--- config.mk ---
export PLATFORM = sky130hd
export DESIGN_NAME = track_dump_ctrl
export DESIGN_NICKNAME = d
export VERILOG_FILES = /design/src/rtl/track_dump_ctrl.sv
export SDC_FILE = /design/constraint.sdc
export NUM_CORES = 2
export LEC_CHECK = 0
export BUFFER_PORTS_ARGS = -buffer_cell sky130_fd_sc_hd__clkbuf_2
export CORE_MARGIN = 4
export CORE_UTILIZATION = 56
export DETAILED_ROUTE_END_ITERATION = 8
export GPL_TIMING_DRIVEN = 0
export HOLD_SLACK_MARGIN = 0.02
export PLACE_DENSITY = 0.76
export SYNTH_ARGS = -nofsm -noshare
export SYNTH_HDL_FRONTEND = slang
export SYNTH_SLANG_ARGS = --single-unit
--- constraint.sdc ---
create_clock -name i_clk -period 5.6 [get_ports i_clk]
set_clock_uncertainty 0.1 [all_clocks]
set_input_delay 0.56 -clock i_clk [delete_from_list [all_inputs] [get_ports i_clk]]
set_output_delay 0.56 -clock i_clk [all_outputs]
set_load 0.03 [all_outputs]
--- src/rtl/track_dump_ctrl.sv ---
// rtl/track_dump_ctrl.sv - epoch-aligned accumulator snapshot, differencing and dump stream
module track_dump_ctrl #(
    parameter int NUM_CH    = 6,
    parameter int ACC_WIDTH = 32,
    parameter int EPOCH_DLY = 2,
    parameter int IDX_WIDTH = 16
) (
    input  logic                        i_clk,
    input  logic                        i_rstn,
    input  logic                        i_en,
    input  logic                        i_epoch,
    input  logic [7:0]                  i_int_len,
    input  logic [NUM_CH*ACC_WIDTH-1:0] i_acc_bus,
    output logic [NUM_CH*ACC_WIDTH-1:0] o_data,
    output logic                        o_valid,
    input  logic                        i_ready,
    output logic [IDX_WIDTH-1:0]        o_dump_idx,
    output logic                        o_overrun,
    input  logic                        i_ovr_clr,
    output logic [1:0]                  o_state
);
    localparam int BUS_W = NUM_CH * ACC_WIDTH;

    typedef enum logic [1:0] {
        IDLE  = 2'd0,
        ALIGN = 2'd1,
        RUN   = 2'd2
    } state_t;

    state_t               state_q, state_d;
    logic                 in_idle, in_align, in_run;
    logic                 epoch_d;
    logic [7:0]           len_q, ep_cnt_q, len_smp;
    logic                 pend_q;
    logic [BUS_W-1:0]     base_q, snap_q, diff;
    logic [BUS_W-1:0]     data_q;
    logic                 valid_q, ovr_q;
    logic [IDX_WIDTH-1:0] idx_q;
    logic                 align_ev, dump_ev, load;

    assign len_smp = (i_int_len == 8'd0) ? 8'd1 : i_int_len;

    // Delays i_epoch to line up with the accumulator pipeline; emptied while idle.
    generate
        if (EPOCH_DLY == 0) begin : g_no_dly
            assign epoch_d = i_epoch;
        end else begin : g_dly
            logic [EPOCH_DLY-1:0] dly_q;
            always_ff @(posedge i_clk) begin
                if (!i_rstn || in_idle) begin
                    dly_q <= '0;
                end else begin
                    dly_q <= (dly_q << 1) | EPOCH_DLY'(i_epoch);
                end
            end
            assign epoch_d = dly_q[EPOCH_DLY-1];
        end
    endgenerate

    always_ff @(posedge i_clk) begin
        if (!i_rstn) begin
            state_q <= IDLE;
        end else begin
            state_q <= state_d;
        end
    end

    always_comb begin
        state_d = state_q;
        case (state_q)
            IDLE:    if (i_en) state_d = ALIGN;
            ALIGN:   if (!i_en) state_d = IDLE; else if (epoch_d) state_d = RUN;
            RUN:     if (!i_en) state_d = IDLE;
            default: state_d = IDLE;
        endcase
    end

    always_comb begin
        in_idle  = (state_q == IDLE);
        in_align = (state_q == ALIGN);
        in_run   = (state_q == RUN);
        o_state  = state_q;
    end

    assign align_ev = in_align & i_en & epoch_d;
    assign dump_ev  = in_run & i_en & epoch_d & ((ep_cnt_q + 8'd1) == len_q);
    // A dump still in the subtract stage is dropped if the channel is disabled.
    assign load     = pend_q & in_run & i_en;

    always_ff @(posedge i_clk) begin
        if (!i_rstn || !i_en) begin
            ep_cnt_q <= 8'd0;
            len_q    <= 8'd1;
            pend_q   <= 1'b0;
        end else begin
            pend_q <= dump_ev;
            if (align_ev || dump_ev) begin
                ep_cnt_q <= 8'd0;
                len_q    <= len_smp;
            end else if (in_run && epoch_d) begin
                ep_cnt_q <= ep_cnt_q + 8'd1;
            end
        end
    end

    always_ff @(posedge i_clk) begin
        if (!i_rstn) begin
            base_q <= '0;
            snap_q <= '0;
        end else begin
            if (align_ev) begin
                base_q <= i_acc_bus;
            end else if (load) begin
                base_q <= snap_q;
            end
            if (dump_ev) begin
                snap_q <= i_acc_bus;
            end
        end
    end

    // Modular difference: accumulator wrap between snapshots cancels out.
    always_comb begin
        diff = '0;
        for (int ch = 0; ch < NUM_CH; ch++) begin
            diff[ch*ACC_WIDTH +: ACC_WIDTH] = snap_q[ch*ACC_WIDTH +: ACC_WIDTH]
                                            - base_q[ch*ACC_WIDTH +: ACC_WIDTH];
        end
    end

    always_ff @(posedge i_clk) begin
        if (!i_rstn) begin
            data_q  <= '0;
            valid_q <= 1'b0;
            idx_q   <= '0;
            ovr_q   <= 1'b0;
        end else begin
            if (load) begin
                data_q  <= diff;
                valid_q <= 1'b1;
                idx_q   <= idx_q + IDX_WIDTH'(1);
            end else if (valid_q && i_ready) begin
                valid_q <= 1'b0;
            end
            if (load && valid_q && !i_ready) begin
                ovr_q <= 1'b1;
            end else if (i_ovr_clr) begin
                ovr_q <= 1'b0;
            end
        end
    end

    assign o_data     = data_q;
    assign o_valid    = valid_q;
    assign o_dump_idx = idx_q;
    assign o_overrun  = ovr_q;
endmodule

Yosys cells after proc, flatten, opt, wreduce, memory -nomap -nowiden
Index checks and enable logic that the tools add are counted.

Bits in registers: 615. Bits in latches: 0. RAM bits: 0. ROM bits: 0. Output and inout bits: 212. Memories kept: 0.

$add $sub $neg: 8. Multipliers: 0. Div/mod/pow operators: 0. Magnitude comparators: 0. Eq/ne operators: 6. Shift operators: 0. Multiplexer cells: 12. Bitwise operators: 8. Reduce and logical (&&, ||, !) cells: 17.

Operators by type and width (number): 2-to-1 mux 192 bit (2); subtractor 32 bit (6); adder 16 x 1 -> 16 bit, second input constant (1); adder 8 x 1 -> 8 bit, second input constant (1); == test 8 bit (1); logical NOT 8 bit (1); 2-to-1 mux 2 bit (4); 2-to-1 mux 8 bit (1); bitwise AND 1 bit (7); one-hot mux 2 bit (3 select lines) (1); nonzero test 2 bit (3); logical AND 1 bit (4); 2-to-1 mux 1 bit (4); != test 2 bit, second input constant (2); logical NOT 1 bit (3); logical OR 1 bit (3); != test 3 x 2 -> 1 bit, second input constant (1); AND reduction 3 bit (1); == test 2 x 1 -> 1 bit, second input constant (1); == test 2 bit, second input constant (1); logical NOT 2 bit (1); OR 2 x 1 -> 2 bit (1); OR reduction 2 bit (1).

Logic depth before layout (Yosys ltp)
Depth after elaboration: 6. Gate-level depth with buffers: 12. Mapped depth without buffers: 12.

Worst setup path after synthesis
No wires, ideal clock.

Path type: flip-flop to flip-flop. Start point: register snap_q[96]. End point: register data_q[124] (netlist: o_data[124]). Setup time: 0.133 ns. Arrival time: 2.564 ns. Path slack: 2.804 ns. Stages on the path, launching flop included: 13. Path through: dfxtp_1 -> inv_1 -> ha_1 -> fa_1 -> nor2b_1 -> o2111a_1 -> o211ai_1 -> a211oi_1 -> a31o_2 -> a31oi_1 -> a31oi_1 -> mux2i_1 -> a31oi_1.

Longest elaborated chain between the ends: 1.

RTL lines: start, declared (RTL line 35) `logic [BUS_W-1:0] base_q, snap_q, diff;`; start signal, assigned (RTL line 117) `snap_q <= i_acc_bus;`; subtractor 32 bit (RTL line 127) `- base_q[ch*ACC_WIDTH +: ACC_WIDTH];`; end signal, assigned (RTL line 139) `data_q <= diff;`; end, declared (RTL line 36) `logic [BUS_W-1:0] data_q;`.

Every way passes these cells. A chain may end at the register's enable or synchronous reset.

Final worst setup path
Start point: register state_q[1] (netlist: o_state[1]). End point: register base_q[95].

Longest elaborated chain between the ends: 4. Elaborated cells between the ends (all ways): 8.

RTL lines: start, declared (RTL line 30) `state_t state_q, state_d;`; start signal, assigned (RTL line 64) `state_q <= state_d;`; == test 2 x 1 -> 1 bit / == test 2 bit (equally long branches) (RTL line 80, 81); bitwise AND 1 bit, on equally long branches (2 in a row) (RTL line 85, 88); 2-to-1 mux 192 bit / nonzero test 2 bit (equally long branches); end signal, assigned (RTL line 112) `base_q <= i_acc_bus;`; end signal, assigned (RTL line 114) `base_q <= snap_q;`; end, declared (RTL line 35).

Several ways; a longest one is shown, not always the timed one.

==> out/metrics.yaml <==
status:
  status: "complete, no violations"
die:
  start_util: 0.570
  rows: 88
  dieWidth_um: 251
  die-area_mm2: 0.0632
  fp.dieH_um: 251
  ios: 418
  coreArea_mm2: 0.0581
synth:
  synthFlopType: "dfxtp_1"
  synth_enable_flop_cells: 0
  ys_types: 72
  avgSynthCellArea_um2: 7.66
  syn_inst: 4327
  syn_area_mm2: 0.0332
  synth-seq-area-share: 0.371
  yosysMostFrequentCell: "nand2_1"
  synth_fp_nets: 4727
  synth_commonest_cells: "nand2_1, dfxtp_1, a21oi_1"
  yosys.area.top_type_share: 0.371
  synth_seq_cells: 615
  ys_top_cells_by_area: "dfxtp_1, nand2_1, ha_1"
  async_reset_ff_frac: 0
  yosys.area.top_type: "dfxtp_1"
  yosys_warnings: 0
sta:
  maxSlewHeadroom: 0.0945
  post-route-min-period_ns: 3.92
  hold_violations: 0
  final.period_utilization: 0.699
  finalSetupTns_ns: 0
  tightest_slew_ns: 1.36
  maxSlewViolCount: 0
  setup_viol: 0
  rsz0062_at_grt: "no"
  clock.fmax_ghz: 0.255
routing:
  first_iter_violations: 2504
  wl_per_cell_um: 20.5
  routed_wl_mm: 115
  dr.pass1.iters: 7
  drc: 0
  antenna_left: 0
  post_drt_via_cell_ratio: 5.93
  vias: 33355
pwr:
  ir_drop_v: 0.000235
  power.density_mw_per_mm2: 241
  leakage_nw: 16.5
run:
  drv_cap: 0
grt:
  gr-total-overflow: 0
  grt_pass1_vias: 30884
  grt_start_max_net_pins: 15
  grt_pass1_wl_mm: 174
  grt_usage: 0.346
  antenna_found_initial: 7
worst_setup_path:
  crit_fanout: 10
  critical_path_class: "reg -> reg"
  worstPathRequired_ns: 6.02
  worstPathCellList: "nor2b_1 -> buf_2 -> and3_1 -> clkbuf_1 -> clkbuf_1 -> clkbuf_1 -> clkbuf_1 -> nand2_1 -> a311oi_1"
  worst_path_max_delay_cell: "clkbuf_1"
  max_stage_delay_ns: 0.88
  crit_arrival_ns: 4.34
  cp-end-kind: "flop"
  critPathMostFrequentCell: "clkbuf_1"
  critPathLaunchType: "flop"
cts:
  holdBufCountCts: 0
  cts-resized-gates: 0
  cts_sinks: 615
  root_buffer: "clkbuf_16"
  htree_levels: 3
  cts_setup_buffers: 0
  insertion_delay_ns: 0.62
  clock_path_buffers: 3
  cts_buffers: 68
  cts_tree: "built"
  clkTransAtPathRegs_ns: 0.06
layout:
  design_area_mm2: 0.0384
  final_cells: 5625
  areaGrowthSynthToFinish_pct: 15.9
  drive_gt1_frac: 0.115
  layout.nets: 5212
  fill_cells: 5163
placement:
  portBuffers: 415
  place_congestion: 0.964
  dp_cells: 5507
  hpwl_mm: 85.8
  placed_cell_area_mm2: 0.0362
hold_path:
  worst_hold_path_type: "in -> reg"
-- where the power goes --
| part | switching [W] | internal [W] |
|---|---|---|
| clock network | 0.00188 | 0.00270 |
| logic | 0.000223 | 0.0000998 |
| registers | 0.00000127 | 0.00438 |
-- cell type report --
type                    count  area (um2)  share of cell area
inverters                 228         856              0.0223
well taps                 765         957              0.0249
diodes                      3        7.51            0.000195
multi-input cells        3208       18900               0.492
flip-flops and latches    615       12300               0.320
repair buffers            415        2080              0.0540
clock inverters            23         305             0.00794
clock buffers              92        1930              0.0503
plain buffers             276        1060              0.0276
-- worst paths after layout --
| kind | start | end | slack, ns | cells past startpoint |
|---|---|---|---|---|
| max | o_state[1]$_SDFFE_PN0P_ | base_q[95]$_SDFFE_PN0P_ | 1.68 | 9 |
| min | i_epoch | g_dly.dly_q[0]$_SDFF_PP0_ | 0.05 | 3 |
| max reg2reg | o_state[1]$_SDFFE_PN0P_ | base_q[95]$_SDFFE_PN0P_ | 1.68 | 9 |
| min reg2reg | g_dly.dly_q[0]$_SDFF_PP0_ | g_dly.dly_q[1]$_SDFF_PP0_ | 0.31 | 2 |
-- logic make-up (layout without fill, tap and decap cells) --
| family | Yosys count | in the layout | share of synthesized area |
|---|---|---|---|
| buffers and inverters | 504 | 1034 | 0.0579 |
| DFF | 615 | 615 | 0.371 |
| AOI/OAI and AO/OA | 1343 | 1343 | 0.257 |
| other | 0 | 3 | 0 |
| muxes | 2 | 2 | 0.000604 |
| and+or+nand+nor | 1486 | 1486 | 0.190 |
| adders and majority gates | 194 | 194 | 0.0746 |
| xor gates and xnor gates | 183 | 183 | 0.0483 |
-- through the flow --
| stage | power [W] | hold WS, ns | util | setup WS (ns) |
|---|---|---|---|---|
| after global routing | 0.00949 | 0.0624 | 0.661 | 1.57 |
| after CTS | 0.00929 | 0.0209 | 0.661 | 1.66 |
| after floorplan | 0.00460 | 0.294 | - | 2.80 |
| after detailed placement | 0.00479 | 0.304 | 0.622 | 1.42 |
| after global placement | 0.00479 | 0.300 | 0.622 | 1.47 |
| final | 0.00928 | 0.0464 | 0.661 | 1.68 |
-- placed cells by master, fill, tap and decap left out, types with 20 or more instances in the layout --
cell,netlist,final
a211oi_1,31,31
a21o_1,101,101
a21oi_1,439,439
a31oi_1,27,27
and2_1,53,53
and3_1,27,27
buf_2,21,21
clkbuf_1,244,254
clkbuf_16,0,68
clkbuf_2,0,415
dfxtp_1,615,615
ha_1,188,188
inv_1,228,228
nand2_1,914,914
nand2b_1,29,29
nand3_1,59,59
nand4_1,40,40
nor2_1,257,257
nor2b_1,20,20
nor3_1,29,29
o211a_1,82,82
o211ai_1,196,196
o21a_1,25,25
o21ai_0,302,302
o21bai_1,22,22
xnor2_1,104,104
xor2_1,79,79
-- worst max-delay path: cells and delay by family (launching register included) --
family,cells,cell delay [ns]
compound gates,1,0.27
flops,1,0.38
simple gates,3,0.50
buf+inv,5,2.57
-- per-layer routing --
metal | part of all wire | up-vias | GRT usage
met1 | 0.41 | 15649 | 0.452
li1 | - | 15926 | -
met4 | 0.045 | 6 | 0.151
met3 | 0.097 | 275 | 0.0724
met5 | 0.00029 | - | 0
met2 | 0.45 | 1499 | 0.555
-- registers in the layout (all words and copies together), names as in the netlist --
| register | cells |
|---|---|
| base_q | 192 |
| o_data | 192 |
| snap_q | 192 |
| o_dump_idx | 16 |
| ep_cnt_q | 8 |
| len_q | 8 |
| g_dly.dly_q | 2 |
| o_state | 2 |
| o_overrun | 1 |
| o_valid | 1 |
| pend_q | 1 |
Power figures use the tool's default switching activity.
